[src/rtl/std_mem_stream_pkg.sv]
// ============================================================================
//  Module      : std_mem_stream_pkg
//  Description : Shared state encoding and constants for the 1-D memory
//                stream controllers (writer today, matching reader later).
//  Revision    : 1.0 - initial release
// ============================================================================
`default_nettype none

package std_mem_stream_pkg;

    typedef enum logic [2:0] {
        ST_IDLE   = 3'd0,
        ST_ACCEPT = 3'd1,
        ST_WRITE  = 3'd2,
        ST_WAIT   = 3'd3,
        ST_FIN    = 3'd4
    } stream_state_t;

    // Cycles a controller may sit waiting for mem_done before it is flagged.
    localparam int unsigned c_wait_timeout = 64;

endpackage

`default_nettype wire

[src/rtl/std_mem_addr_wrap.sv]
// ============================================================================
//  Module      : std_mem_addr_wrap
//  Description : Address register with load and modulo-SIZE increment.
//  Revision    : 1.0 - initial release
// ============================================================================
`default_nettype none

module std_mem_addr_wrap #(
    parameter int SIZE     = 16,
    parameter int IDX_SIZE = 4
) (
    input  logic                clk,
    input  logic                reset,
    input  logic                i_load,
    input  logic [IDX_SIZE-1:0] i_base,
    input  logic                i_inc,
    output logic [IDX_SIZE-1:0] o_addr
);

    logic [IDX_SIZE-1:0] r_addr;

    // Wrap at SIZE-1 rather than at the natural 2^IDX_SIZE rollover.
    always_ff @(posedge clk) begin
        if (reset) begin
            r_addr <= '0;
        end else if (i_load) begin
            r_addr <= i_base;
        end else if (i_inc) begin
            if (r_addr == IDX_SIZE'(SIZE - 1))
                r_addr <= '0;
            else
                r_addr <= r_addr + 1'b1;
        end
    end

    assign o_addr = r_addr;

endmodule

`default_nettype wire

[src/rtl/std_mem_d1_stream_writer.sv]
// ============================================================================
//  Module      : std_mem_d1_stream_writer
//  Description : go/done controller that writes len words from a valid/ready
//                stream into a std_mem_d1 at consecutive (wrapping) addresses.
//                Optional simulation checks: define CALYX_MEM_STREAM_CHECK_EN.
//  Revision    : 1.0 - initial release
// ============================================================================
`default_nettype none

module std_mem_d1_stream_writer #(
    parameter int WIDTH    = 32,
    parameter int SIZE     = 16,
    parameter int IDX_SIZE = 4
) (
    input  logic                clk,
    input  logic                reset,
    input  logic                go,
    input  logic [IDX_SIZE-1:0] base,
    input  logic [IDX_SIZE:0]   len,
    input  logic                in_valid,
    input  logic [WIDTH-1:0]    in_data,
    output logic                in_ready,
    output logic [IDX_SIZE-1:0] mem_addr0,
    output logic [WIDTH-1:0]    mem_write_data,
    output logic                mem_write_en,
    input  logic                mem_done,
    output logic [IDX_SIZE:0]   count,
    output logic                done
);

    import std_mem_stream_pkg::*;

    stream_state_t       r_state;
    stream_state_t       w_next;
    logic [IDX_SIZE:0]   r_len;
    logic [IDX_SIZE:0]   r_count;
    logic [WIDTH-1:0]    r_data;
    logic                w_load;
    logic                w_inc;
    logic                w_last;

    assign w_last = ((r_count + (IDX_SIZE+1)'(1)) == r_len);

    always_ff @(posedge clk) begin
        if (reset)
            r_state <= ST_IDLE;
        else
            r_state <= w_next;
    end

    always_comb begin
        w_next = r_state;
        w_load = 1'b0;
        w_inc  = 1'b0;
        case (r_state)
            ST_IDLE: begin
                if (go) begin
                    w_load = 1'b1;
                    w_next = (len == '0) ? ST_FIN : ST_ACCEPT;
                end
            end
            ST_ACCEPT: begin
                if (in_valid)
                    w_next = ST_WRITE;
            end
            ST_WRITE: w_next = ST_WAIT;
            // Only WAIT consumes mem_done; a pulse coincident with the strobe is dropped.
            ST_WAIT: begin
                if (mem_done) begin
                    w_inc  = 1'b1;
                    w_next = w_last ? ST_FIN : ST_ACCEPT;
                end
            end
            ST_FIN:  w_next = ST_IDLE;
            default: w_next = ST_IDLE;
        endcase
    end

    always_ff @(posedge clk) begin
        if (reset) begin
            r_len   <= '0;
            r_count <= '0;
            r_data  <= '0;
        end else begin
            if (w_load) begin
                r_len   <= len;
                r_count <= '0;
            end
            if (r_state == ST_ACCEPT && in_valid)
                r_data <= in_data;
            if (w_inc)
                r_count <= r_count + 1'b1;
        end
    end

    std_mem_addr_wrap #(
        .SIZE     (SIZE),
        .IDX_SIZE (IDX_SIZE)
    ) u_addr (
        .clk    (clk),
        .reset  (reset),
        .i_load (w_load),
        .i_base (base),
        .i_inc  (w_inc),
        .o_addr (mem_addr0)
    );

    assign in_ready       = (r_state == ST_ACCEPT);
    assign mem_write_en   = (r_state == ST_WRITE);
    assign mem_write_data = r_data;
    assign count          = r_count;
    assign done           = (r_state == ST_FIN);

`ifdef CALYX_MEM_STREAM_CHECK_EN
    logic [WIDTH-1:0] r_chk_data;
    logic             r_chk_stall;
    logic [6:0]       r_chk_wait;

    always_ff @(posedge clk) begin
        if (reset) begin
            r_chk_data  <= '0;
            r_chk_stall <= 1'b0;
            r_chk_wait  <= '0;
        end else begin
            r_chk_data  <= in_data;
            r_chk_stall <= in_valid && !in_ready;
            if (r_chk_stall && in_valid && (in_data != r_chk_data))
                $error("std_mem_d1_stream_writer: in_data changed while stalled");
            if (mem_done && (r_state != ST_WRITE) && (r_state != ST_WAIT))
                $error("std_mem_d1_stream_writer: mem_done outside WRITE/WAIT");
            if (r_state == ST_WAIT) begin
                if (r_chk_wait != 7'h7f)
                    r_chk_wait <= r_chk_wait + 1'b1;
                if (r_chk_wait == 7'(c_wait_timeout))
                    $error("std_mem_d1_stream_writer: WAIT exceeded timeout");
            end else begin
                r_chk_wait <= '0;
            end
            if (int'(mem_addr0) >= SIZE)
                $error("std_mem_d1_stream_writer: mem_addr0 out of range");
        end
    end
`endif

endmodule

`default_nettype wire

[config.mk]
export PLATFORM = sky130hd
export DESIGN_NAME = std_mem_d1_stream_writer
export DESIGN_NICKNAME = d
export VERILOG_FILES = /design/src/rtl/std_mem_stream_pkg.sv /design/src/rtl/std_mem_addr_wrap.sv /design/src/rtl/std_mem_d1_stream_writer.sv
export SDC_FILE = /design/constraint.sdc
export NUM_CORES = 1
export LEC_CHECK = 0
export BUFFER_PORTS_ARGS = -buffer_cell sky130_fd_sc_hd__buf_2
export CAP_MARGIN = 20
export CORE_ASPECT_RATIO = 1.5
export CORE_MARGIN = 5
export CORE_UTILIZATION = 48
export CTS_BUF_LIST = sky130_fd_sc_hd__clkbuf_4
export DETAILED_ROUTE_END_ITERATION = 6
export PLACE_DENSITY = 0.81
export SETUP_SLACK_MARGIN = 0.02
export SYNTH_ARGS = -nofsm -noshare
export SYNTH_HDL_FRONTEND = slang
export SYNTH_SLANG_ARGS = --single-unit
[constraint.sdc]
create_clock -name clk -period 1.8 [get_ports clk]
set_input_delay 0.09 -clock clk [delete_from_list [all_inputs] [get_ports clk]]
set_output_delay 0.09 -clock clk [all_outputs]
set_load 0.05 [all_outputs]
=== After elaboration in Yosys (flattened, before gate mapping) ===
Index checks and enable logic that the tools add are counted.

* Add/sub/neg operators: 2
* Muxes and demuxes: 15
* Eq/ne operators: 9
* Reductions and logical operators: 5

{| class="wikitable"
|+ Operator list
! cell !! count
|-
| $mux 3 || 5
|-
| $mux 4 || 3
|-
| $pmux 3 s4 || 1
|-
| $mux 5 || 2
|-
| $eq 3x2->1 const B || 2
|-
| $ne 2x2->1 const B || 3
|-
| $add 5x1->5 const B || 1
|-
| $eq 5x5->1 || 1
|-
| $logic_not 5->1 || 1
|-
| $add 4x1->4 const B || 1
|-
| $eq 4x4->1 const B || 1
|-
| $mux 1 || 4
|-
| $eq 3x1->1 const B || 1
|-
| $eq 3x3->1 const B || 1
|-
| $logic_not 3->1 || 1
|-
| $reduce_and 3->1 || 1
|-
| $reduce_bool 2->1 || 1
|-
| $logic_and 1x1->1 || 1
|}

* Register bits: 49
* Output and inout bits: 44
* Input port bits: 46
* Logic and storage cells: 36

=== Longest topological paths before layout ===
Gate-level depths: netlist of the first run.

* Depth after elaboration: 5
* Gate-level depth with buffers: 6
* Gate-level depth less buffers: 6

=== Cells and area by module ===
A second synthesis of the first run with hierarchy kept.

* Cells, all modules: 252
* Area total of the unflattened synthesis: 2042.0 µm²

{| class="wikitable"
|+ By module, submodules not included
! module !! cells an instance !! seq. area each (µm²) !! instances !! area each (µm²)
|-
| std_mem_d1_stream_writer || 226 || 900.9 || 1 || 1820.5
|-
| std_mem_addr_wrap || 26 || 80.1 || 1 || 221.5
|}

=== Worst setup path before layout of the first run ===
No wires, ideal clock.

* Kind: flip-flop to flip-flop
* Start: register r_count[0], in the netlist count[0]
* End: register r_state[2]
* Slack: 3 ps
* Setup time: 128 ps
* Required time: 1672 ps
* Period minus slack after synthesis: 1797 ps
* Stages on the path, launching flop included: 7
* Arrival: 1670 ps
* Buffers on the path: 0
* Cell sequence: dfxtp_1 > ha_1 > o21bai_1 > a2bb2oi_1 > o2111a_1 > a32oi_1 > nor2_1

* Longest elaborated chain between the ends: 5

{| class="wikitable"
|+ RTL lines
! item !! RTL line !! source
|-
| start, declared || std_mem_d1_stream_writer.sv:36 || <nowiki>logic [IDX_SIZE:0] r_count;</nowiki>
|-
| start signal, assigned || std_mem_d1_stream_writer.sv:92 || <nowiki>r_count <= r_count + 1'b1;</nowiki>
|-
| $add 5x1->5 || std_mem_d1_stream_writer.sv:42 || <nowiki>assign w_last = ((r_count + (IDX_SIZE+1)'(1)) == r_len);</nowiki>
|-
| $eq 5x5->1 || std_mem_d1_stream_writer.sv:42 ||
|-
| $mux 3 || std_mem_d1_stream_writer.sv:71 || <nowiki>w_next = w_last ? ST_FIN : ST_ACCEPT;</nowiki>
|-
| $mux 3 || std_mem_d1_stream_writer.sv:69 || <nowiki>if (mem_done) begin</nowiki>
|-
| $pmux 3 s4 || std_mem_d1_stream_writer.sv:55 || <nowiki>case (r_state)</nowiki>
|-
| end signal, assigned || std_mem_d1_stream_writer.sv:48 || <nowiki>r_state <= w_next;</nowiki>
|-
| end, declared || std_mem_d1_stream_writer.sv:33 || <nowiki>stream_state_t r_state;</nowiki>
|}

No other way between the ends. The select of a mux whose other input is x is not followed.
A chain may end at the register's enable or synchronous reset.

=== Worst setup path in the final report of the first run ===
* Start: register r_state[1]
* End: register u_addr.r_addr[0], in the netlist u_addr.o_addr[0]

* Longest elaborated chain between the ends: 3
* Elaborated cells on any way between the ends: 6
* Those cells by class: 1 x eq/ne; 3 x mux; 2 x reduce/logical

{| class="wikitable"
|+ RTL lines
! item !! RTL line !! source
|-
| $eq 3x2->1 / $logic_not 3->1 (equally long branches) || std_mem_d1_stream_writer.sv:55 ||
|-
| $mux 1 || std_mem_d1_stream_writer.sv:55 ||
|-
| $reduce_bool 2->1 (no line) / $mux 4 (equally long branches) || -- ||
|-
| end signal, assigned || std_mem_addr_wrap.sv:27 || <nowiki>r_addr <= i_base;</nowiki>
|-
| end signal, assigned || std_mem_addr_wrap.sv:32 || <nowiki>r_addr <= r_addr + 1'b1;</nowiki>
|-
| end, declared || std_mem_addr_wrap.sv:20 || <nowiki>logic [IDX_SIZE-1:0] r_addr;</nowiki>
|}

Parallel ways exist; a longest one is shown, timed or not.

==> impl_results.html, run 1 <==
<table>
<tr><th>Metric</th><th>Value</th></tr>
<tr><th colspan="2">Final layout</th></tr>
<tr><td>Antenna diodes</td><td>0</td></tr>
<tr><td>Commonest cells after routing, fill and taps aside</td><td>sky130_fd_sc_hd__buf_2, sky130_fd_sc_hd__nand2_1, sky130_fd_sc_hd__dfxtp_1, sky130_fd_sc_hd__a21oi_1, sky130_fd_sc_hd__dlygate4sd3_1</td></tr>
<tr><td>Cell Count, Final, Fillers Out</td><td>424</td></tr>
<tr><td>Area added between synthesis and finish</td><td>47.03%</td></tr>
<tr><td>Share of final-layout standard cells stronger than drive strength 1</td><td>just under 30%</td></tr>
<tr><td>Leading cell type in the layout, fill and taps excluded</td><td>sky130_fd_sc_hd__buf_2</td></tr>
<tr><td>Filler Cells Inserted</td><td>about 330</td></tr>
<tr><td>Net count reported at finish</td><td>approximately 430</td></tr>
<tr><th colspan="2">Floorplanning</th></tr>
<tr><td>Vertical die dimension</td><td>89.44 µm</td></tr>
<tr><td>Core Footprint</td><td>about 4200 µm²</td></tr>
<tr><td>Row Count</td><td>29</td></tr>
<tr><td>Starting Density</td><td>between 40% and 50%</td></tr>
<tr><td>Die Span X</td><td>between 60 and 70 µm</td></tr>
<tr><td>IO Pins</td><td>90</td></tr>
<tr><td>Die Outline Area</td><td>~5600 µm²</td></tr>
<tr><th colspan="2">Logic synthesis</th></tr>
<tr><td>Cell taking the most area after synthesis</td><td>sky130_fd_sc_hd__dfxtp_1</td></tr>
<tr><td>Post-synth EDFFs</td><td>0</td></tr>
<tr><td>Yosys warning count</td><td>0</td></tr>
<tr><td>Share of synthesized flip-flops with an asynchronous set or reset</td><td>0%</td></tr>
<tr><td>Predominant post-synthesis flop cell</td><td>sky130_fd_sc_hd__dfxtp_1</td></tr>
<tr><td>Synthesized instance count</td><td>250</td></tr>
<tr><td>Main area contributors after synthesis</td><td>sky130_fd_sc_hd__dfxtp_1, sky130_fd_sc_hd__nand2_1, sky130_fd_sc_hd__a21oi_1</td></tr>
<tr><td>Portion of synthesized cell area occupied by the leading cell type</td><td>48.57%</td></tr>
<tr><td>Flops &amp; latches, synth</td><td>49</td></tr>
<tr><td>Summed instance area of the synthesized netlist</td><td>2019 µm²</td></tr>
<tr><td>Mean Syn Cell Area</td><td>8.078 µm²</td></tr>
<tr><td>Library cells used by synthesis</td><td>39</td></tr>
<tr><td>Sequential fraction of the synthesis area</td><td>48.57%</td></tr>
<tr><td>Synthesized netlist net count</td><td>298</td></tr>
<tr><th colspan="2">Global routing</th></tr>
<tr><td>Largest net degree at the start of global routing</td><td>37</td></tr>
<tr><td>Antenna violations before repair</td><td>0</td></tr>
<tr><td>Global route overflow</td><td>0</td></tr>
<tr><td>Vias in the first global route</td><td>2210</td></tr>
<tr><td>Total track usage</td><td>21.40%</td></tr>
<tr><td>First-pass GRT wire length</td><td>9653 µm</td></tr>
<tr><th colspan="2">STA</th></tr>
<tr><td>F_max</td><td>0.6165 GHz</td></tr>
<tr><td>Setup violators final</td><td>0</td></tr>
<tr><td>Final hold vios</td><td>0</td></tr>
<tr><td>Final clock period utilization by the worst path</td><td>approximately 90%</td></tr>
<tr><td>Unrepaired setup endpoints after global routing</td><td>false</td></tr>
<tr><td>Relative max-transition margin</td><td>57.20%</td></tr>
<tr><td>Fin. max-slew vios</td><td>0</td></tr>
<tr><td>Clock skew after layout</td><td>0.006920 ns</td></tr>
<tr><td>Transition time at the pin with the least slew margin</td><td>between 0.6 and 0.7 ns</td></tr>
<tr><td>Tmin final</td><td>1.622 ns</td></tr>
<tr><td>Total Negative Setup Slacks</td><td>0 ns</td></tr>
<tr><th colspan="2">Route</th></tr>
<tr><td>Via density per instance</td><td>5.208</td></tr>
<tr><td>Number of nets still failing antenna checks after routing</td><td>0</td></tr>
<tr><td>Final routed wirelength across all metal layers</td><td>5924 µm</td></tr>
<tr><td>Total iterations of the first detailed-routing run</td><td>6</td></tr>
<tr><td>Post-route DRC violation count</td><td>0</td></tr>
<tr><td>Wire length per cell</td><td>approximately 14 µm</td></tr>
<tr><td>DR iter-0 viols</td><td>97</td></tr>
<tr><td>Vias post-DR</td><td>between 2000 and 2500</td></tr>
<tr><th colspan="2">Setup path</th></tr>
<tr><td>Critical Path AT</td><td>1.92 ns</td></tr>
<tr><td>Type of origin of the critical path</td><td>register</td></tr>
<tr><td>CP max stage cell</td><td>sky130_fd_sc_hd__dfxtp_1</td></tr>
<tr><td>Worst path cell trace</td><td>nand4b_2 &gt; a31oi_1 &gt; nor2b_1 &gt; a221oi_1 &gt; nor2_1</td></tr>
<tr><td>Stage delay of the slowest cell on the critical path</td><td>between 0.6 and 0.7 ns</td></tr>
<tr><td>Worst Setup Path Type</td><td>reg -&gt; reg</td></tr>
<tr><td>Kind of end point of the critical path</td><td>register</td></tr>
<tr><td>CP Data Required Time</td><td>between 2 and 2.5 ns</td></tr>
<tr><td>Maximum fanout along the worst path</td><td>10</td></tr>
<tr><th colspan="2">Pwr</th></tr>
<tr><td>Pwr Density</td><td>753.5 nW/µm²</td></tr>
<tr><td>Largest voltage drop on the vdd net</td><td>0.0005011 V</td></tr>
<tr><td>Leakage power</td><td>around 0.0013 µW</td></tr>
<tr><th colspan="2">Placed design</th></tr>
<tr><td>Number of instances in the placed design</td><td>~380</td></tr>
<tr><td>Number of buffers added on ports</td><td>89</td></tr>
<tr><td>Weighted congestion reported at the end of routability-driven placement</td><td>0.8055</td></tr>
<tr><td>Total half-perimeter wirelength after legalization and detailed placement</td><td>3762 µm</td></tr>
<tr><th colspan="2">Clocking</th></tr>
<tr><td>H-tree depth</td><td>2</td></tr>
<tr><td>CTS tree</td><td>yes</td></tr>
<tr><td>Maximum number of buffers from clock root to sink</td><td>2</td></tr>
<tr><td>TritonCTS sink count</td><td>49</td></tr>
<tr><td>Cell at the root of the clock tree</td><td>sky130_fd_sc_hd__clkbuf_4</td></tr>
<tr><td>TritonCTS Buffers</td><td>5</td></tr>
<tr><td>Clock latency on the worst-skew pair</td><td>0.35 ns</td></tr>
<tr><td>Clock-pin transition on the worst setup and hold timing paths</td><td>0.13 ns</td></tr>
<tr><th colspan="2">Run status</th></tr>
<tr><td>Outcome</td><td>finished clean</td></tr>
<tr><th colspan="2">Job</th></tr>
<tr><td>Number of max-capacitance violations reported</td><td>0</td></tr>
<tr><th colspan="2">Min path</th></tr>
<tr><td>Hold Path Class</td><td>in -&gt; reg</td></tr>
</table>
[what timing repair did]
item                      in CTS  in global routing
resized for setup              0                  0
buffers inserted               0                  0
hold endpoints to repair      41                  0
hold buffers                  41                  0
[final timing paths]
check                                   startpoint            endpoint  slack, ns  depth (start not counted)
worst min register to register  mem_write_data[22]  mem_write_data[22]       0.46                          2
worst max register to register          r_state[1]    u_addr.o_addr[0]       0.18                          5
worst max-delay path                    r_state[1]    u_addr.o_addr[0]       0.18                          5
worst min-delay path                            go          r_state[0]       0.07                          3
[routing by layer]
layer	global-route usage [%]	wire (µm)	share of wire [%]
met5	0	0	0
met4	14.29	301	5.1
met3	6.038	397	6.7
met2	39.68	3119	53
met1	20.40	2105	36
[where the power goes]
group	internal, µW	switching (µW)
logic	207	350
clock network	165	325
registers	1140	49.0
total	1510	724
[cells in the mapped netlist, types with 2 or more instances]
library cell	instances
sky130_fd_sc_hd__nor2_1	16
sky130_fd_sc_hd__nor2b_1	2
sky130_fd_sc_hd__clkbuf_1	8
sky130_fd_sc_hd__buf_2	4
sky130_fd_sc_hd__nor2_2	2
sky130_fd_sc_hd__nand3_1	4
sky130_fd_sc_hd__nand2_1	79
sky130_fd_sc_hd__a21oi_1	42
sky130_fd_sc_hd__nor3_1	2
sky130_fd_sc_hd__ha_1	2
sky130_fd_sc_hd__xor2_1	2
sky130_fd_sc_hd__o21ai_0	2
sky130_fd_sc_hd__nand3b_1	2
sky130_fd_sc_hd__buf_6	2
sky130_fd_sc_hd__dfxtp_1	49
sky130_fd_sc_hd__a211oi_1	3
sky130_fd_sc_hd__xnor2_1	5
sky130_fd_sc_hd__a31oi_1	2
sky130_fd_sc_hd__o21ai_1	2
[stage by stage]
step	hold slack (ns)	utilization (%)	total power (µW)	area, µm²	setup WS [ns]
final	0.06934	71.15	2237	2969	0.1780
after global routing	0.04136	71.15	2354	2969	0.05714
after CTS	0.04630	71.15	2258	2969	0.1905
after detailed placement	0.3369	60.00	1696	2504	0.2197
after global placement	0.3299	60.00	1688	2504	0.2986
after floorplan	0.2260	-	1548	2021	0.05035
[sequential cells by signal, indices dropped and copies added (netlist names)]
name            count
count               5
mem_write_data     32
r_len               5
r_state             3
u_addr.o_addr       4
[cell type report]
cell class	count	area, µm²	share of cell area (%)
flip-flops and latches	49	982.2	33.08
clock inverters	2	10.01	0.3371
multi-input cells	186	968.4	32.62
repair buffers	135	905.9	30.51
well taps	46	57.56	1.938
clock buffers	6	45.04	1.517
[cell families (layout without fill, tap and decap cells)]
kind of cell,after synthesis,count (layout),synth area share (%)
adder cells (fa/ha/maj),2,2,1.239
AO/OA/AOI/OAI,61,61,17.53
buffers and inverters,15,143,3.779
flip-flops,49,49,48.57
multiplexers,1,1,0.5576
AND/OR/NAND/NOR,115,115,25.28
XOR/XNOR,7,7,3.036
[worst max-delay path, delay by kind of cell, from the launching register on]
kind	cells	cell delay (ns)
and+or+nand+nor	3	0.61
AOI/OAI and AO/OA	2	0.33
DFF	1	0.63
Power figures use the tool's default switching activity.
==> run 2, diff against run 1 <==
--- a/config.mk
+++ b/config.mk
@@ -12,7 +12,7 @@
 export CORE_UTILIZATION = 48
 export CTS_BUF_LIST = sky130_fd_sc_hd__clkbuf_4
 export DETAILED_ROUTE_END_ITERATION = 6
-export PLACE_DENSITY = 0.81
+export PLACE_DENSITY = 0.79
 export SETUP_SLACK_MARGIN = 0.02
 export SYNTH_ARGS = -nofsm -noshare
 export SYNTH_HDL_FRONTEND = slang
==> run 2 against run 1 <==
  * Register-to-register slack better by 0.03 ns
  * Via count hardly changed
  * Critical path depth is 2 lower
  * Non-clock buffer count stayed put
  * Critical path type is now reg -> out
  * Hold slack worse by 0.027 ns
  * Global-route usage hardly changed
==> impl_results.html, run 2 (synthesis gave the netlist of run 1 again) <==
<table>
<tr><th>Metric</th><th>Value</th></tr>
<tr><th colspan="2">Floorplanning</th></tr>
<tr><td>Die Span X</td><td>62.96 µm (unchanged)</td></tr>
<tr><td>Die Outline Area</td><td>5631 µm² (unchanged)</td></tr>
<tr><td>Core Footprint</td><td>4173 µm² (unchanged)</td></tr>
<tr><td>Vertical die dimension</td><td>89.44 µm (unchanged)</td></tr>
<tr><td>Starting Density</td><td>48.40% (unchanged)</td></tr>
<tr><td>IO Pins</td><td>90 (unchanged)</td></tr>
<tr><td>Row Count</td><td>29 (unchanged)</td></tr>
<tr><th colspan="2">Setup path</th></tr>
<tr><td>Critical Path AT</td><td>1.52 ns (was 1.92 ns)</td></tr>
<tr><td>Worst Setup Path Type</td><td>reg -&gt; out (was reg -&gt; reg)</td></tr>
<tr><td>Register-to-register setup slack</td><td>0.21 ns (was 0.18 ns)</td></tr>
<tr><td>R2R cell count</td><td>3 (was 5)</td></tr>
<tr><td>Maximum fanout along the worst path</td><td>10 (unchanged)</td></tr>
<tr><td>Kind of end point of the critical path</td><td>output port (was register)</td></tr>
<tr><td>Type of origin of the critical path</td><td>register (unchanged)</td></tr>
<tr><td>Critical Path Source</td><td>r_state[1] (unchanged)</td></tr>
<tr><td>End point of the critical path</td><td>mem_write_en (was u_addr.o_addr[0])</td></tr>
<tr><td>Launch instance of the worst register-to-register path</td><td>r_state[1] (unchanged)</td></tr>
<tr><td>R2r endpoint</td><td>count[3] (was u_addr.o_addr[0])</td></tr>
<tr><td>CP Data Required Time</td><td>1.71 ns (was 2.09 ns)</td></tr>
<tr><th colspan="2">Final layout</th></tr>
<tr><td>Largest register FFs</td><td>32 (unchanged)</td></tr>
<tr><td>Commonest cells after routing, fill and taps aside</td><td>sky130_fd_sc_hd__buf_2, sky130_fd_sc_hd__nand2_1, sky130_fd_sc_hd__dfxtp_1, sky130_fd_sc_hd__a21oi_1, sky130_fd_sc_hd__dlygate4sd3_1 (unchanged)</td></tr>
<tr><td>Antenna diodes</td><td>0 (unchanged)</td></tr>
<tr><td>Area added between synthesis and finish</td><td>50.62% (was 47.03%)</td></tr>
<tr><td>Share of final-layout standard cells stronger than drive strength 1</td><td>28.84% (unchanged)</td></tr>
<tr><td>Net count reported at finish</td><td>425 (unchanged)</td></tr>
<tr><td>Summed area of non-filler cells in the final layout</td><td>3042 µm² (was 2969 µm²)</td></tr>
<tr><td>Leading cell type in the layout, fill and taps excluded</td><td>sky130_fd_sc_hd__buf_2 (unchanged)</td></tr>
<tr><th colspan="2">STA</th></tr>
<tr><td>Setup violators final</td><td>0 (unchanged)</td></tr>
<tr><td>Clock skew after layout</td><td>0.01128 ns (was 0.006920 ns)</td></tr>
<tr><td>Unrepaired setup endpoints after global routing</td><td>false (unchanged)</td></tr>
<tr><td>Final hold vios</td><td>0 (unchanged)</td></tr>
<tr><td>Relative max-transition margin</td><td>69.90% (was 57.20%)</td></tr>
<tr><td>Final clock period utilization by the worst path</td><td>89.43% (was 90.11%)</td></tr>
<tr><td>Transition time at the pin with the least slew margin</td><td>0.4509 ns (was 0.6421 ns)</td></tr>
<tr><td>Fin. max-slew vios</td><td>0 (unchanged)</td></tr>
<tr><td>F_max</td><td>0.6212 GHz (was 0.6165 GHz)</td></tr>
<tr><td>Total Negative Setup Slacks</td><td>0 ns (unchanged)</td></tr>
<tr><td>Tmin final</td><td>1.610 ns (was 1.622 ns)</td></tr>
<tr><th colspan="2">Route</th></tr>
<tr><td>Final routed wirelength across all metal layers</td><td>5937 µm (was 5924 µm)</td></tr>
<tr><td>Via density per instance</td><td>5.212 (was 5.208)</td></tr>
<tr><td>Wire length per cell</td><td>14.00 µm (was 13.97 µm)</td></tr>
<tr><td>Total iterations of the first detailed-routing run</td><td>5 (was 6)</td></tr>
<tr><td>Number of nets still failing antenna checks after routing</td><td>0 (unchanged)</td></tr>
<tr><td>DR iter-0 viols</td><td>152 (was 97)</td></tr>
<tr><td>Post-route DRC violation count</td><td>0 (unchanged)</td></tr>
<tr><td>Vias post-DR</td><td>2210 (was 2208)</td></tr>
<tr><th colspan="2">Pwr</th></tr>
<tr><td>Pwr Density</td><td>832.7 nW/µm² (was 753.5 nW/µm²)</td></tr>
<tr><td>Largest voltage drop on the vdd net</td><td>0.0006465 V (was 0.0005011 V)</td></tr>
<tr><td>Leakage power</td><td>0.001364 µW (was 0.001334 µW)</td></tr>
<tr><th colspan="2">Global routing</th></tr>
<tr><td>Antenna violations before repair</td><td>0 (unchanged)</td></tr>
<tr><td>Total track usage</td><td>21.40% (about the same)</td></tr>
<tr><td>Global route overflow</td><td>0 (unchanged)</td></tr>
<tr><td>First-pass GRT wire length</td><td>9604 µm (was 9653 µm)</td></tr>
<tr><td>Largest net degree at the start of global routing</td><td>33 (was 37)</td></tr>
<tr><td>Vias in the first global route</td><td>2134 (was 2210)</td></tr>
<tr><th colspan="2">Placed design</th></tr>
<tr><td>DP Area</td><td>2529 µm² (was 2504 µm²)</td></tr>
<tr><td>Total half-perimeter wirelength after legalization and detailed placement</td><td>3585 µm (was 3762 µm)</td></tr>
<tr><td>Weighted congestion reported at the end of routability-driven placement</td><td>0.8612 (was 0.8055)</td></tr>
<tr><td>Number of buffers added on ports</td><td>89 (unchanged)</td></tr>
<tr><th colspan="2">Clocking</th></tr>
<tr><td>Post-CTS repair timing setup buffer count</td><td>0 (unchanged)</td></tr>
<tr><td>Clock-pin transition on the worst setup and hold timing paths</td><td>0.14 ns (was 0.13 ns)</td></tr>
<tr><td>Clock latency on the worst-skew pair</td><td>0.36 ns (was 0.35 ns)</td></tr>
<tr><td>Cell at the root of the clock tree</td><td>sky130_fd_sc_hd__clkbuf_4 (unchanged)</td></tr>
<tr><td>Cts repair resizes</td><td>0 (unchanged)</td></tr>
<tr><td>Maximum number of buffers from clock root to sink</td><td>2 (unchanged)</td></tr>
<tr><td>TritonCTS Buffers</td><td>5 (unchanged)</td></tr>
<tr><td>TritonCTS sink count</td><td>49 (unchanged)</td></tr>
<tr><td>H-tree depth</td><td>2 (unchanged)</td></tr>
<tr><td>CTS tree</td><td>yes (unchanged)</td></tr>
<tr><th colspan="2">Job</th></tr>
<tr><td>Number of max-capacitance violations reported</td><td>0 (unchanged)</td></tr>
<tr><th colspan="2">Min path</th></tr>
<tr><td>Hold Path Class</td><td>in -&gt; reg (unchanged)</td></tr>
<tr><th colspan="2">Run status</th></tr>
<tr><td>Outcome</td><td>finished clean (unchanged)</td></tr>
</table>
## run 2: cell count changes in the layout (fill, tap and decap cells not counted)
cell / previous run / this run
sky130_fd_sc_hd__bufinv_16: 0 / 2
sky130_fd_sc_hd__clkinv_2: 2 / 1
sky130_fd_sc_hd__buf_4: 4 / 2
sky130_fd_sc_hd__buf_12: 1 / 3
sky130_fd_sc_hd__clkbuf_4: 6 / 5
## run 2: how the worst min path moves through the flow
stage | startpoint | endpoint | slack [ns] | cells after the start
2_1_floorplan | len[1] | r_len[1] | 0.23 | 2
3_3_place_gp | in_data[12] | mem_write_data[12] | 0.33 | 3
4_1_cts | go | r_state[0] | 0.03 | 3
6_report | go | r_state[0] | 0.04 | 3
5_1_grt | go | r_state[0] | 0.07 | 3
3_5_place_dp | in_data[26] | mem_write_data[26] | 0.34 | 3
## run 2: layout make-up
type                       instances  area, µm²
sequential                        49      982.2
clock inverter                     3      65.06
multi-input combinational        186      968.4
tap                               46      57.56
fill                             314       1131
timing repair buffer             135      930.9
clock buffer                       5      37.54
## run 2: where the power goes
group / internal, µW / switching (µW)
Sequential: 1140 / 47.8
Clock: 430 / 348
Combinational: 214 / 351
Total: 1790 / 747
## run 2: critical path, stage by stage (launching register included)
cell and delay, ns:
sky130_fd_sc_hd__dfxtp_1 0.63, sky130_fd_sc_hd__nand2b_1 0.16, sky130_fd_sc_hd__nor2_1 0.10, sky130_fd_sc_hd__buf_2 0.26
## run 2: timing repair
item / CTS / global route
hold endpoints to repair: 41 / 0
endpoints found under the setup margin: 0 / 0
hold buffers: 41 / 0
## run 2: stage by stage
stage | worst slack (ns) | hold WS [ns] | total power (µW) | util (%) | cells
4_1_cts | 0.1761 | 0.02949 | 2550 | 72.89 | 424
6_report | 0.1902 | 0.04258 | 2533 | 72.89 | 424
3_3_place_gp | 0.3182 | 0.3302 | 1698 | 60.60 | 375
3_5_place_dp | 0.2672 | 0.3369 | 1703 | 60.60 | 375
2_1_floorplan | 0.05035 | 0.2260 | 1548 | - | 250
5_1_grt | 0.06163 | 0.07161 | 2653 | 72.89 | 424
## run 2: metal layers
layer	part of all wire, %	vias up	track usage (%)
li1	-	1096	-
met1	36	1011	21.63
met2	56	94	41.74
met3	7.0	9	5.535
met4	1.7	0	7.722
met5	0	-	0
==> run 3, diff against run 2 <==
--- a/config.mk
+++ b/config.mk
@@ -5,14 +5,15 @@
 export SDC_FILE = /design/constraint.sdc
 export NUM_CORES = 1
 export LEC_CHECK = 0
+export ABC_AREA = 1
 export BUFFER_PORTS_ARGS = -buffer_cell sky130_fd_sc_hd__buf_2
 export CAP_MARGIN = 20
 export CORE_ASPECT_RATIO = 1.5
-export CORE_MARGIN = 5
-export CORE_UTILIZATION = 48
+export CORE_MARGIN = 2
+export CORE_UTILIZATION = 49
 export CTS_BUF_LIST = sky130_fd_sc_hd__clkbuf_4
 export DETAILED_ROUTE_END_ITERATION = 6
-export PLACE_DENSITY = 0.79
+export PLACE_DENSITY = 0.8
 export SETUP_SLACK_MARGIN = 0.02
 export SYNTH_ARGS = -nofsm -noshare
 export SYNTH_HDL_FRONTEND = slang
==> run 3 against run 2 <==
  * Combinational power grew to 3.1 times the previous value
  * Sequential power grew 22%
  * Clock power shrank 13%
  * Clock skew grew 0.0026 ns
  * Total power grew 52%
  * Hold slack lost 0.016 ns
  * Sequential share of layout area grew 0.065 points
  * Core utilization shrank 0.87 points
  * Synthesized cell count grew 14%
  * Register-to-register slack is essentially flat
  * Via count grew 4.9%
  * Critical endpoint is now u_addr.o_addr[0]
  * Largest power group is now combinational logic
==> impl_results.html, run 3 <==
<table>
<tr><th>Metric</th><th>Value</th></tr>
<tr><th colspan="2">STA</th></tr>
<tr><td>Total Negative Setup Slacks</td><td>0 ns (unchanged)</td></tr>
<tr><td>Setup violators final</td><td>0 (unchanged)</td></tr>
<tr><td>F_max</td><td>0.6306 GHz (was 0.6212 GHz)</td></tr>
<tr><td>Unrepaired setup endpoints after global routing</td><td>false (unchanged)</td></tr>
<tr><td>Tmin final</td><td>1.586 ns (was 1.610 ns)</td></tr>
<tr><td>Transition time at the pin with the least slew margin</td><td>0.5491 ns (was 0.4509 ns)</td></tr>
<tr><td>Final hold vios</td><td>0 (unchanged)</td></tr>
<tr><td>Fin. max-slew vios</td><td>0 (unchanged)</td></tr>
<tr><td>Worst hold slack across all endpoints</td><td>0.02650 ns (was 0.04258 ns)</td></tr>
<tr><td>Final clock period utilization by the worst path</td><td>88.10% (was 89.43%)</td></tr>
<tr><td>Relative max-transition margin</td><td>63.35% (was 69.90%)</td></tr>
<tr><td>Clock skew after layout</td><td>0.01393 ns (was 0.01128 ns)</td></tr>
<tr><th colspan="2">Route</th></tr>
<tr><td>Highest layer used for signal routing</td><td>met4 (unchanged)</td></tr>
<tr><td>Wire length per cell</td><td>13.60 µm (was 14.00 µm)</td></tr>
<tr><td>Number of nets still failing antenna checks after routing</td><td>0 (unchanged)</td></tr>
<tr><td>Final routed wirelength across all metal layers</td><td>6174 µm (was 5937 µm)</td></tr>
<tr><td>Met3 Routed Length</td><td>396 µm (was 418 µm)</td></tr>
<tr><td>DR iter-0 viols</td><td>124 (was 152)</td></tr>
<tr><td>Total iterations of the first detailed-routing run</td><td>4 (was 5)</td></tr>
<tr><td>Met1 WL</td><td>2335 µm (was 2108 µm)</td></tr>
<tr><td>Post-route DRC violation count</td><td>0 (unchanged)</td></tr>
<tr><td>Met2 Routed Length</td><td>3263 µm (was 3310 µm)</td></tr>
<tr><td>Via density per instance</td><td>5.108 (was 5.212)</td></tr>
<tr><td>Vias post-DR</td><td>2319 (was 2210)</td></tr>
<tr><th colspan="2">Final layout</th></tr>
<tr><td>Leading cell type in the layout, fill and taps excluded</td><td>sky130_fd_sc_hd__buf_2 (unchanged)</td></tr>
<tr><td>Largest register FFs</td><td>32 (unchanged)</td></tr>
<tr><td>Share of final-layout standard cells stronger than drive strength 1</td><td>29.90% (was 28.84%)</td></tr>
<tr><td>Final core utilization</td><td>72.03% (was 72.89%)</td></tr>
<tr><td>Net count reported at finish</td><td>455 (was 425)</td></tr>
<tr><td>Summed area of non-filler cells in the final layout</td><td>3032 µm² (was 3042 µm²)</td></tr>
<tr><td>Commonest cells after routing, fill and taps aside</td><td>sky130_fd_sc_hd__buf_2, sky130_fd_sc_hd__nor2_1, sky130_fd_sc_hd__dfxtp_1, sky130_fd_sc_hd__nand2_1, sky130_fd_sc_hd__dlygate4sd3_1 (was sky130_fd_sc_hd__buf_2, sky130_fd_sc_hd__nand2_1, sky130_fd_sc_hd__dfxtp_1, sky130_fd_sc_hd__a21oi_1, sky130_fd_sc_hd__dlygate4sd3_1)</td></tr>
<tr><td>Antenna diodes</td><td>0 (unchanged)</td></tr>
<tr><td>Area added between synthesis and finish</td><td>42.11% (was 50.62%)</td></tr>
<tr><th colspan="2">Clocking</th></tr>
<tr><td>Maximum number of buffers from clock root to sink</td><td>2 (unchanged)</td></tr>
<tr><td>Post-CTS repair timing setup buffer count</td><td>0 (unchanged)</td></tr>
<tr><td>Cell at the root of the clock tree</td><td>sky130_fd_sc_hd__clkbuf_4 (unchanged)</td></tr>
<tr><td>Clock-pin transition on the worst setup and hold timing paths</td><td>0.15 ns (was 0.14 ns)</td></tr>
<tr><td>TritonCTS sink count</td><td>49 (unchanged)</td></tr>
<tr><td>TritonCTS Buffers</td><td>5 (unchanged)</td></tr>
<tr><td>H-tree depth</td><td>2 (unchanged)</td></tr>
<tr><td>CTS tree</td><td>yes (unchanged)</td></tr>
<tr><td>Clock latency on the worst-skew pair</td><td>0.37 ns (was 0.36 ns)</td></tr>
<tr><th colspan="2">Pwr</th></tr>
<tr><td>Flop pwr share</td><td>37.6% (was 47.0%)</td></tr>
<tr><td>Combinational Power Share</td><td>44.9% (was 22.3%)</td></tr>
<tr><td>Pwr Density</td><td>1271 nW/µm² (was 832.7 nW/µm²)</td></tr>
<tr><td>Leakage power</td><td>0.001525 µW (was 0.001364 µW)</td></tr>
<tr><td>Sw Pwr</td><td>1784 µW (was 747.2 µW)</td></tr>
<tr><td>Switching part of the total power</td><td>46.28% (was 29.50%)</td></tr>
<tr><td>Proportion of power drawn by the clock network</td><td>17.5% (was 30.7%)</td></tr>
<tr><td>Internal power component</td><td>2070 µW (was 1786 µW)</td></tr>
<tr><td>Largest voltage drop on the vdd net</td><td>0.0009713 V (was 0.0006465 V)</td></tr>
<tr><th colspan="2">Floorplanning</th></tr>
<tr><td>Die Outline Area</td><td>4908 µm² (was 5631 µm²)</td></tr>
<tr><td>Die Span X</td><td>57.88 µm (was 62.96 µm)</td></tr>
<tr><td>Core Footprint</td><td>4209 µm² (was 4173 µm²)</td></tr>
<tr><td>IO Pins</td><td>90 (unchanged)</td></tr>
<tr><td>Vertical die dimension</td><td>84.81 µm (was 89.44 µm)</td></tr>
<tr><td>Row Count</td><td>29 (unchanged)</td></tr>
<tr><td>Starting Density</td><td>50.68% (was 48.40%)</td></tr>
<tr><th colspan="2">Setup path</th></tr>
<tr><td>Critical Path AT</td><td>1.87 ns (was 1.52 ns)</td></tr>
<tr><td>Maximum fanout along the worst path</td><td>12 (was 10)</td></tr>
<tr><td>Kind of end point of the critical path</td><td>register (was output port)</td></tr>
<tr><td>Type of origin of the critical path</td><td>register (unchanged)</td></tr>
<tr><td>Worst Setup Path Type</td><td>reg -&gt; reg (was reg -&gt; out)</td></tr>
<tr><td>CP Data Required Time</td><td>2.08 ns (was 1.71 ns)</td></tr>
<tr><th colspan="2">Global routing</th></tr>
<tr><td>Vias in the first global route</td><td>2320 (was 2134)</td></tr>
<tr><td>First-pass GRT wire length</td><td>10180 µm (was 9604 µm)</td></tr>
<tr><td>Largest net degree at the start of global routing</td><td>33 (unchanged)</td></tr>
<tr><td>Total track usage</td><td>26.36% (was 21.40%)</td></tr>
<tr><td>Antenna violations before repair</td><td>0 (unchanged)</td></tr>
<tr><td>Global route overflow</td><td>0 (unchanged)</td></tr>
<tr><th colspan="2">Logic synthesis</th></tr>
<tr><td>Library cells used by synthesis</td><td>31 (was 39)</td></tr>
<tr><td>Yosys warning count</td><td>0 (unchanged)</td></tr>
<tr><td>Mean Syn Cell Area</td><td>7.512 µm² (was 8.078 µm²)</td></tr>
<tr><td>Share of synthesized flip-flops with an asynchronous set or reset</td><td>0% (unchanged)</td></tr>
<tr><td>Synthesized netlist net count</td><td>332 (was 298)</td></tr>
<tr><td>Synth top cells by count</td><td>sky130_fd_sc_hd__nor2_1, sky130_fd_sc_hd__dfxtp_1, sky130_fd_sc_hd__nand2_1 (was sky130_fd_sc_hd__nand2_1, sky130_fd_sc_hd__dfxtp_1, sky130_fd_sc_hd__a21oi_1)</td></tr>
<tr><td>Portion of synthesized cell area occupied by the leading cell type</td><td>45.98% (was 48.57%)</td></tr>
<tr><td>Flops &amp; latches, synth</td><td>49 (unchanged)</td></tr>
<tr><td>Cell taking the most area after synthesis</td><td>sky130_fd_sc_hd__dfxtp_1 (unchanged)</td></tr>
<tr><td>Synthesized instance count</td><td>284 (was 250)</td></tr>
<tr><td>Main area contributors after synthesis</td><td>sky130_fd_sc_hd__dfxtp_1, sky130_fd_sc_hd__nor2_1, sky130_fd_sc_hd__nand2_1 (was sky130_fd_sc_hd__dfxtp_1, sky130_fd_sc_hd__nand2_1, sky130_fd_sc_hd__a21oi_1)</td></tr>
<tr><td>Library cell with the highest instance count after synthesis</td><td>sky130_fd_sc_hd__nor2_1 (was sky130_fd_sc_hd__nand2_1)</td></tr>
<tr><td>Sequential fraction of the synthesis area</td><td>45.98% (was 48.57%)</td></tr>
<tr><td>Summed instance area of the synthesized netlist</td><td>2133 µm² (was 2019 µm²)</td></tr>
<tr><td>Post-synth EDFFs</td><td>0 (unchanged)</td></tr>
<tr><td>Predominant post-synthesis flop cell</td><td>sky130_fd_sc_hd__dfxtp_1 (unchanged)</td></tr>
<tr><th colspan="2">Placed design</th></tr>
<tr><td>Number of buffers added on ports</td><td>89 (unchanged)</td></tr>
<tr><td>Weighted congestion reported at the end of routability-driven placement</td><td>0.8739 (was 0.8612)</td></tr>
<tr><td>DP Area</td><td>2577 µm² (was 2529 µm²)</td></tr>
<tr><td>Total half-perimeter wirelength after legalization and detailed placement</td><td>3757 µm (was 3585 µm)</td></tr>
<tr><th colspan="2">Min path</th></tr>
<tr><td>Hold Path Class</td><td>in -&gt; reg (unchanged)</td></tr>
<tr><th colspan="2">Run status</th></tr>
<tr><td>Outcome</td><td>finished clean (unchanged)</td></tr>
<tr><th colspan="2">Job</th></tr>
<tr><td>Number of max-capacitance violations reported</td><td>0 (unchanged)</td></tr>
</table>
run 3: area by class of cell:
| class | count | area [µm²] |
|---|---|---|
| repair buffers | 129 | 850.8 |
| clock inverters | 2 | 38.79 |
| fillers | 331 | 1177 |
| flip-flops and latches | 49 | 980.9 |
| inverters | 21 | 82.58 |
| well taps | 46 | 57.56 |
| multi-input cells | 201 | 975.9 |
| clock buffers | 6 | 45.04 |
run 3: worst paths after layout:
check	from	endpoint	slack [ns]	depth (start not counted)
setup / recovery	r_state[2]	u_addr.o_addr[0]	0.21	8
hold / removal	base[0]	u_addr.o_addr[0]	0.03	5
setup reg to reg	r_state[2]	u_addr.o_addr[0]	0.21	8
hold reg to reg	r_len[2]	r_len[2]	0.49	2
run 3: kinds of logic after synthesis:
group	Yosys count	synth area share (%)
AND/OR/NAND/NOR	138	28.62
AO/OA/AOI/OAI	58	14.49
flip-flops	49	45.98
buffers and inverters	34	8.503
XOR/XNOR	3	1.232
adder cells (fa/ha/maj)	2	1.173
run 3: stage by stage:
stage	instances	total power (µW)	setup WS [ns]
2_1_floorplan	284	2795	0.02698
3_3_place_gp	409	3090	0.3074
3_5_place_dp	409	3115	0.2306
4_1_cts	454	3839	0.2142
5_1_grt	454	4058	0.07427
6_report	454	3854	0.2142
run 3: critical path: stages, from the launching register on:
cell and delay, ns:
sky130_fd_sc_hd__dfxtp_1 0.40, sky130_fd_sc_hd__nor3_2 0.30, sky130_fd_sc_hd__nand2_1 0.29, sky130_fd_sc_hd__nand2_2 0.18
sky130_fd_sc_hd__inv_2 0.08, sky130_fd_sc_hd__nand2_1 0.07, sky130_fd_sc_hd__o211ai_2 0.07, sky130_fd_sc_hd__nand2_1 0.06
sky130_fd_sc_hd__inv_1 0.05
run 3: repair_timing:
item,in CTS,in global routing
hold buffers,37,0
resized for setup,0,0
endpoints found under the setup margin,0,0
endpoints found under the hold margin,36,0
run 3: power groups by stage:
stage	Sequential, µW	Clock (µW)	Combinational, µW
finish	1450	674	1730
CTS	1440	680	1710
global placement	1460	0	1630
detailed placement	1460	0	1650
global route	1480	723	1860
floorplan	2090	0	703
run 3: routing by layer:
metal  vias to the layer above  global-route usage, %
li1                       1166                      -
met1                      1048                  27.87
met2                        89                  48.04
met3                        16                  6.555
met4                         0                  11.21
met5                         -                      0
